$ cat config.mk
export PLATFORM = sky130hd
export DESIGN_NAME = cc_speedcounter
export DESIGN_NICKNAME = d
export VERILOG_FILES = /design/src/rtl/cc_speedcounter.sv
export SDC_FILE = /design/constraint.sdc
export NUM_CORES = 1
export LEC_CHECK = 0
export CORE_MARGIN = 1
export CORE_UTILIZATION = 40
export CTS_CLUSTER_SIZE = 8
export DETAILED_ROUTE_END_ITERATION = 6
export SYNTH_ARGS = -nofsm -noshare
export SYNTH_HDL_FRONTEND = slang
export SYNTH_SLANG_ARGS = --single-unit
$ cat constraint.sdc
create_clock -name CC_SPEEDCOUNTER_CLOCK_50 -period 9.1 [get_ports CC_SPEEDCOUNTER_CLOCK_50]
set_input_delay 1.365 -clock CC_SPEEDCOUNTER_CLOCK_50 [delete_from_list [all_inputs] [get_ports CC_SPEEDCOUNTER_CLOCK_50]]
set_output_delay 1.365 -clock CC_SPEEDCOUNTER_CLOCK_50 [all_outputs]
set_load 0.005 [all_outputs]
$ cat src/rtl/cc_speedcounter.sv
// Period generator: counts TC = (8 - level) * base cycles per period and emits a
// one-cycle active-low tick plus a modulo-256 tick counter, with start/pause control.
`timescale 1ns/1ps

module cc_speedcounter #(
    parameter int unsigned                       SPEEDCOUNTER_DATAWIDTH = 23,
    parameter logic [SPEEDCOUNTER_DATAWIDTH-1:0] SPEEDCOUNTER_BASE      = 23'd8480
) (
    input  logic                              CC_SPEEDCOUNTER_CLOCK_50,
    input  logic                              CC_SPEEDCOUNTER_RESET_InLow,
    input  logic                              CC_SPEEDCOUNTER_start_InLow,
    input  logic                              CC_SPEEDCOUNTER_pause_InHigh,
    input  logic [2:0]                        CC_SPEEDCOUNTER_level_InBUS,
    output logic [SPEEDCOUNTER_DATAWIDTH-1:0] CC_SPEEDCOUNTER_data_OutBUS,
    output logic                              CC_SPEEDCOUNTER_T0_OutLow,
    output logic [7:0]                        CC_SPEEDCOUNTER_step_OutBUS,
    output logic                              CC_SPEEDCOUNTER_running_OutHigh
);

    localparam int unsigned DW = SPEEDCOUNTER_DATAWIDTH;

    typedef enum logic [1:0] {
        IDLE  = 2'd0,
        RUN   = 2'd1,
        PAUSE = 2'd2
    } stateType;

    stateType       state;
    logic [2:0]     levelLatched;
    logic [3:0]     periodMult;
    logic [DW-1:0]  termCount;
    logic           atLast;

    // Terminal count follows the latched level, so mid-period level changes wait for the wrap
    always_comb begin
        periodMult = 4'd8 - {1'b0, levelLatched};
        termCount  = DW'(periodMult) * SPEEDCOUNTER_BASE;
    end

    assign atLast = (CC_SPEEDCOUNTER_data_OutBUS == (termCount - DW'(1)));

    // Start beats pause, pause beats wrap; PAUSE with pause released behaves exactly like RUN
    always_ff @(posedge CC_SPEEDCOUNTER_CLOCK_50 or negedge CC_SPEEDCOUNTER_RESET_InLow) begin
        if (!CC_SPEEDCOUNTER_RESET_InLow) begin
            state                           <= IDLE;
            levelLatched                    <= 3'd0;
            CC_SPEEDCOUNTER_data_OutBUS     <= '0;
            CC_SPEEDCOUNTER_step_OutBUS     <= 8'd0;
            CC_SPEEDCOUNTER_T0_OutLow       <= 1'b1;
            CC_SPEEDCOUNTER_running_OutHigh <= 1'b0;
        end else if (!CC_SPEEDCOUNTER_start_InLow) begin
            state                           <= RUN;
            levelLatched                    <= CC_SPEEDCOUNTER_level_InBUS;
            CC_SPEEDCOUNTER_data_OutBUS     <= '0;
            CC_SPEEDCOUNTER_step_OutBUS     <= 8'd0;
            CC_SPEEDCOUNTER_T0_OutLow       <= 1'b1;
            CC_SPEEDCOUNTER_running_OutHigh <= 1'b1;
        end else begin
            case (state)
                RUN, PAUSE: begin
                    if (CC_SPEEDCOUNTER_pause_InHigh) begin
                        state                           <= PAUSE;
                        CC_SPEEDCOUNTER_T0_OutLow       <= 1'b1;
                        CC_SPEEDCOUNTER_running_OutHigh <= 1'b0;
                    end else begin
                        state                           <= RUN;
                        CC_SPEEDCOUNTER_running_OutHigh <= 1'b1;
                        if (atLast) begin
                            levelLatched                <= CC_SPEEDCOUNTER_level_InBUS;
                            CC_SPEEDCOUNTER_data_OutBUS <= '0;
                            CC_SPEEDCOUNTER_step_OutBUS <= CC_SPEEDCOUNTER_step_OutBUS + 8'd1;
                            CC_SPEEDCOUNTER_T0_OutLow   <= 1'b0;
                        end else begin
                            CC_SPEEDCOUNTER_data_OutBUS <= CC_SPEEDCOUNTER_data_OutBUS + DW'(1);
                            CC_SPEEDCOUNTER_T0_OutLow   <= 1'b1;
                        end
                    end
                end
                default: begin
                    state                           <= IDLE;
                    CC_SPEEDCOUNTER_data_OutBUS     <= '0;
                    CC_SPEEDCOUNTER_T0_OutLow       <= 1'b1;
                    CC_SPEEDCOUNTER_running_OutHigh <= 1'b0;
                end
            endcase
        end
    end

endmodule

==> impl_metrics.json, run 1 <==
{
  "wl_met1_um": 2980,
  "grt_pass1_wl_um": 10200,
  "cts_tree": "yes",
  "grt_pass1_vias": 2023,
  "start_util": 0.419,
  "place_area_um2": 2890,
  "hp-class": "flip-flop to flip-flop",
  "endpoint_kind": "flip-flop",
  "yosysTopAreaCell": "dfrtp_1",
  "layout_commonest_cell": "clkdlybuf4s50_1",
  "grt_usage": 0.202,
  "ys_seq_area_frac": 0.369,
  "rows": 28,
  "setup-violations-final": 0,
  "dp_hpwl_um": 4140,
  "clock-sinks": 37,
  "synthFlopType": "dfrtp_1",
  "slew_viol_final": 0,
  "cp_data_arrival_time_ns": 3.96,
  "cap_violations": 0,
  "synth_mux_area_frac": 0.0414,
  "final_hold_viol_count": 0,
  "dr.pass1.iters": 5,
  "layout.cells.non_filler": 394,
  "wirelength_um": 6200,
  "grt_max_degree": 38,
  "crit_required_ns": 9.28,
  "clock_latency_ns": 0.30,
  "tns_ns": 0,
  "drc_errors": 0,
  "met2_length_um": 2800,
  "syn_area_um2": 2510,
  "cts-root-buf": "clkbuf_8",
  "placedCellCount": 386,
  "synth_fa_ha_area_frac": 0.0199,
  "period_share": 0.415,
  "synth_xor_area_frac": 0.0314,
  "antenna_found_initial": 0,
  "synthesis.nets": 304,
  "portBuffers": 39,
  "r2r_slack_ns": 5.32,
  "area_delta_synth_final_pct": 18.9,
  "numCtsBuffers": 5,
  "vias_per_cell": 5.83,
  "ys_warn_count": 0,
  "routabilityCongestion": 0.823,
  "synth_top_family_by_area": "simple AND/OR/NAND/NOR gates",
  "final_area_um2": 2990,
  "synth-edff-count": 0,
  "nFillCells": 575,
  "die_area_um2": 6600,
  "utilization": 0.498,
  "peakVddDrop_uv": 72.6,
  "worstMarginPinSlew_ns": 0.894,
  "post_drt_wl_per_cell_um": 15.7,
  "final_nets": 329,
  "p_per_area_nw_per_um2": 121,
  "die_x_um": 81.2,
  "cts_setup_buffers": 0,
  "grt.overflow.total": 0,
  "ant_nets": 0,
  "synth_seq_cells": 37,
  "avgSynthCellArea_um2": 8.57,
  "rsz0062_at_grt": "false",
  "status": "finished clean",
  "drtIter0Drc": 240,
  "syn_inst": 293,
  "diodes": 0,
  "via_count": 2296,
  "ioPinCount": 40,
  "path_class": "flip-flop to flip-flop",
  "die_h_um": 81.2,
  "slew-limit-headroom": 0.404,
  "final_cell_mix": "clkdlybuf4s50_1 (38), dfrtp_1 (36), nand2_1 (36), nand3_1 (35), o21ai_0 (11)",
  "start_kind": "flip-flop",
  "fmax_mhz": 265,
  "yosysTopAreaCellShare": 0.359,
  "core-area_um2": 5990,
  "synthTopCellsByArea": "dfrtp_1 (36%), nand3_1 (7.0%), nand2_1 (5.4%)",
  "h-tree-depth": 2,
  "synth_compound_area_frac": 0.170,
  "drive_gt1_frac": 0.0752,
  "cts.repair.resized": 0,
  "power_leakage_uw": 0.00116,
  "post_synth_num_cell_types": 56,
  "ctsLongestPathBuffers": 2,
  "synthArstFlopShare": 1.00,
  "period_needed_ns": 3.78,
  "holdWs_ns": 0.563,
  "cp_max_fo": 15,
  "yosys.area_share.simple": 0.309,
  "clock-skew-final_ns": 0.00535,
  "top_layer": "met4",
  "cts_hold_buf": 0,
  "wl_met3_um": 391,
  "clk_pin_slew_ns": 0.08
}
==> logic make-up after synthesis <==
group,after synthesis
other,1
and+or+nand+nor,141
buffers and inverters,31
DFF,37
adders and majority gates,4
muxes,10
xor gates and xnor gates,9
AOI/OAI and AO/OA,60
==> sequential cells by signal, indices dropped and copies added (netlist names) <==
name                             flops
CC_SPEEDCOUNTER_T0_OutLow            1
CC_SPEEDCOUNTER_data_OutBUS         23
CC_SPEEDCOUNTER_running_OutHigh      1
CC_SPEEDCOUNTER_step_OutBUS          8
levelLatched                         3
state                                1
==> per-layer routing <==
layer,GRT usage,up-vias
met5,0,-
met4,0.0625,0
met3,0.0393,2
met2,0.309,74
met1,0.284,1094
li1,-,1126
==> worst paths after layout <==
kind / cells after the start / from / end
worst max-delay path: 11 / levelLatched[0] / levelLatched[0]
worst min-delay path: 2 / CC_SPEEDCOUNTER_step_OutBUS[3] / CC_SPEEDCOUNTER_step_OutBUS[3]
worst max register to register: 11 / levelLatched[0] / levelLatched[0]
worst min register to register: 2 / CC_SPEEDCOUNTER_step_OutBUS[3] / CC_SPEEDCOUNTER_step_OutBUS[3]
max in group asynchronous: 1 / CC_SPEEDCOUNTER_RESET_InLow / CC_SPEEDCOUNTER_step_OutBUS[7]
min in group asynchronous: 1 / CC_SPEEDCOUNTER_RESET_InLow / levelLatched[1]
==> cell type report <==
class                           count  area (um2)  share of cell area
Clock inverter                      2        13.8             0.00461
Tap cell                           75        93.8              0.0314
Clock buffer                        6        82.6              0.0277
Timing Repair Buffer               40         393               0.132
Inverter                            9        33.8              0.0113
Sequential cell                    37         927               0.311
Multi-Input combinational cell    225        1440               0.483
==> worst max-delay path: stages, from the launching register on <==
cell and delay [ns]:
dfrtp_1 0.58, inv_1 0.11, ha_1 0.35, xnor2_1 0.20, ha_1 0.40, nor4_4 0.45, o21ai_1 0.17, mux2i_1 0.17
nor3_2 0.22, nand4_2 0.37, and2_1 0.35, mux2_2 0.28
==> where the power goes <==
group | internal, uW | switching (uW) | total, uW
registers | 167 | 5.29 | 172
clock network | 61.5 | 65.2 | 127
logic | 24.0 | 38.8 | 62.8
==> through the flow <==
stage                     setup WS [ns]  total power, uW
final                              5.32              362
after global routing               5.03              379
after CTS                          5.34              365
after detailed placement           5.36              237
after global placement             5.48              237
after floorplan                    6.01              222
==> synthesized netlist by cell type, types with 4 or more instances <==
| cell type | n |
|---|---|
| a21oi_1 | 9 |
| and2_1 | 6 |
| buf_2 | 6 |
| clkbuf_1 | 13 |
| dfrtp_1 | 36 |
| ha_1 | 4 |
| inv_1 | 9 |
| mux2i_1 | 7 |
| nand2_1 | 36 |
| nand2b_1 | 10 |
| nand3_1 | 35 |
| nand3b_1 | 4 |
| nand4_1 | 7 |
| nor2_1 | 10 |
| nor2b_1 | 4 |
| nor3_1 | 7 |
| o211ai_1 | 7 |
| o21ai_0 | 11 |
| o311ai_0 | 5 |
| o311ai_1 | 8 |
| xnor2_1 | 5 |
| xor2_1 | 4 |
No activity file was read; power rests on OpenSTA's default activity.
==> run 2: changes to the inputs <==
Clock period 9.1 ns to 3.9 ns, I/O delays scaled along.
==> run 2 against run 1 <==
Compared with the run above: flip-flop and latch count is the same; power grew 130%; non-clock buffer count grew 3; critical path depth is the same; worst hold slack lost 0.16 ns; clock skew is essentially flat; combinational power grew 140%; count of clock-buffer cells in the layout shrank 1; via count grew 0.61%; sequential power grew 130%; critical endpoint is now CC_SPEEDCOUNTER_step_OutBUS[4]; largest power group unchanged.
==> impl_metrics.json, run 2 (synthesized netlist as in run 1, its figures left out) <==
{
  "rows": 28,
  "grt_pass1_wl_um": 10600,
  "cts_hold_buf": 0,
  "endpoint_kind": "flip-flop",
  "period_share": 0.920,
  "path_class": "flip-flop to flip-flop",
  "hp-class": "input port to asynchronous set/reset pin",
  "peakVddDrop_uv": 155,
  "p_sw_frac": 0.308,
  "cts_setup_buffers": 0,
  "slowest_delay_ns": 0.60,
  "wirelength_um": 6270,
  "clk_pin_slew_ns": 0.08,
  "ctsLongestPathBuffers": 2,
  "numCtsBuffers": 5,
  "slew_viol_final": 0,
  "p_sw_uw": 254,
  "start_util": 0.419,
  "period_needed_ns": 3.59,
  "dr.pass1.iters": 4,
  "status": "finished clean",
  "reg_top3": "CC_SPEEDCOUNTER_data_OutBUS x23, CC_SPEEDCOUNTER_step_OutBUS x8, levelLatched x3",
  "start_kind": "flip-flop",
  "crit_chain": "inv_1, ha_1, xnor2_1, ha_1, nor4_4, o21ai_1, mux2i_1, nor3_2, nand4_2, or4b_1, nand2_1",
  "cp_slowest_cell": "or4b_1",
  "die_h_um": 81.2,
  "drive_gt1_frac": 0.0839,
  "slew-limit-headroom": 0.420,
  "final_hold_viol_count": 0,
  "grt_max_degree": 38,
  "cts-root-buf": "clkbuf_8",
  "layout_setup_ws_ns": 0.310,
  "setup-violations-final": 0,
  "crit_family": "simple AND/OR/NAND/NOR gates",
  "via_count": 2310,
  "path_common_cell": "ha_1",
  "drtIter0Drc": 161,
  "final_nets": 332,
  "h-tree-depth": 2,
  "ioPinCount": 40,
  "grt_pass1_vias": 2206,
  "grt_usage": 0.211,
  "worstMarginPinSlew_ns": 0.870,
  "clock_latency_ns": 0.29,
  "post_drt_wl_per_cell_um": 15.8,
  "holdWs_ns": 0.401,
  "cts.repair.resized": 0,
  "antenna_found_initial": 0,
  "cap_violations": 0,
  "die_x_um": 81.2,
  "crit_required_ns": 4.13,
  "tns_ns": 0,
  "rsz0062_at_grt": "false",
  "vias_per_cell": 5.82,
  "startpoint": "levelLatched[1]",
  "clockPowerShare": 0.332,
  "combPwrFrac": 0.184,
  "intPower_uw": 571,
  "p_per_area_nw_per_um2": 275,
  "fmax_mhz": 279,
  "routabilityCongestion": 0.888,
  "r2r_start": "levelLatched[1]",
  "grt.overflow.total": 0,
  "clock-sinks": 37,
  "ant_nets": 0,
  "crit_buf_inv": 1,
  "diodes": 0,
  "dp_hpwl_um": 4380,
  "drc_errors": 0,
  "portBuffers": 39,
  "clock-skew-final_ns": 0.00579,
  "die_area_um2": 6600,
  "regMostFlops": "CC_SPEEDCOUNTER_data_OutBUS",
  "core-area_um2": 5990,
  "cp_data_arrival_time_ns": 3.82,
  "final_cell_mix": "clkdlybuf4s50_1 (38), dfrtp_1 (36), nand2_1 (36), nand3_1 (35), o21ai_0 (11)",
  "p_seq_frac": 0.483,
  "layout_commonest_cell": "clkdlybuf4s50_1",
  "cts_tree": "yes",
  "largest_reg_flops": 23,
  "cp_max_fo": 12,
  "pre_cts_ws_ns": 0.335,
  "area_delta_synth_final_pct": 19.4,
  "power_leakage_uw": 0.00117
}
[run 2: cell count changes in the layout (fill, tap and decap cells not counted), sizes merged]
cell | previous run | this run
clkbuf | 6 | 5
clkinvlp | 0 | 1
buf | 2 | 5
[run 2: path summary, 6_finish.rpt]
path | to | cells after the start | slack (ns)
worst min-delay path | CC_SPEEDCOUNTER_data_OutBUS[15] | 1 | 0.40
worst max-delay path | CC_SPEEDCOUNTER_step_OutBUS[4] | 11 | 0.31
min in group CC_SPEEDCOUNTER_CLOCK_50 | CC_SPEEDCOUNTER_data_OutBUS[0] | 1 | 0.56
worst max register to register | CC_SPEEDCOUNTER_step_OutBUS[4] | 11 | 0.31
worst min register to register | CC_SPEEDCOUNTER_data_OutBUS[0] | 1 | 0.56
max in group asynchronous | CC_SPEEDCOUNTER_data_OutBUS[13] | 1 | 2.95
[run 2: worst register-to-register path, cell delays in order, from the launching register on]
cell     delay (ns)
dfrtp_1        0.46
inv_1          0.14
ha_1           0.39
xnor2_1        0.16
ha_1           0.40
nor4_4         0.45
o21ai_1        0.16
mux2i_1        0.16
nor3_2         0.22
nand4_2        0.33
or4b_1         0.60
nand2_1        0.08
[run 2: metal layers]
layer / up-vias / global-route usage / wire length (um)
met5: - / 0 / 0
met2: 62 / 0.340 / 2880
li1: 1127 / - / -
met1: 1110 / 0.276 / 2950
met3: 11 / 0.0360 / 301
met4: 0 / 0.0929 / 144
[run 2: cell type report]
type	count	area, um2
clock buffers	5	68.8
clock inverters	3	17.5
fillers	596	2990
inverters	9	33.8
multi-input cells	225	1440
flip-flops and latches	37	927
well taps	75	93.8
repair buffers	43	415
[run 2: metrics by stage]
stage	instance area, um2	total power (uW)	utilization	instances
after global routing	3000	863	0.500	397
final	3000	825	0.500	397
after floorplan	2510	519	-	293
after CTS	3000	832	0.500	397
after detailed placement	2910	558	0.486	389
after global placement	2910	556	0.486	389
[run 2: power groups by stage]
stage	logic, uW	clock network (uW)	registers (uW)
5_1_grt	168	295	400
2_1_floorplan	115	0	403
3_3_place_gp	150	0	406
6_report	152	274	399
3_5_place_dp	152	0	406
4_1_cts	153	281	399
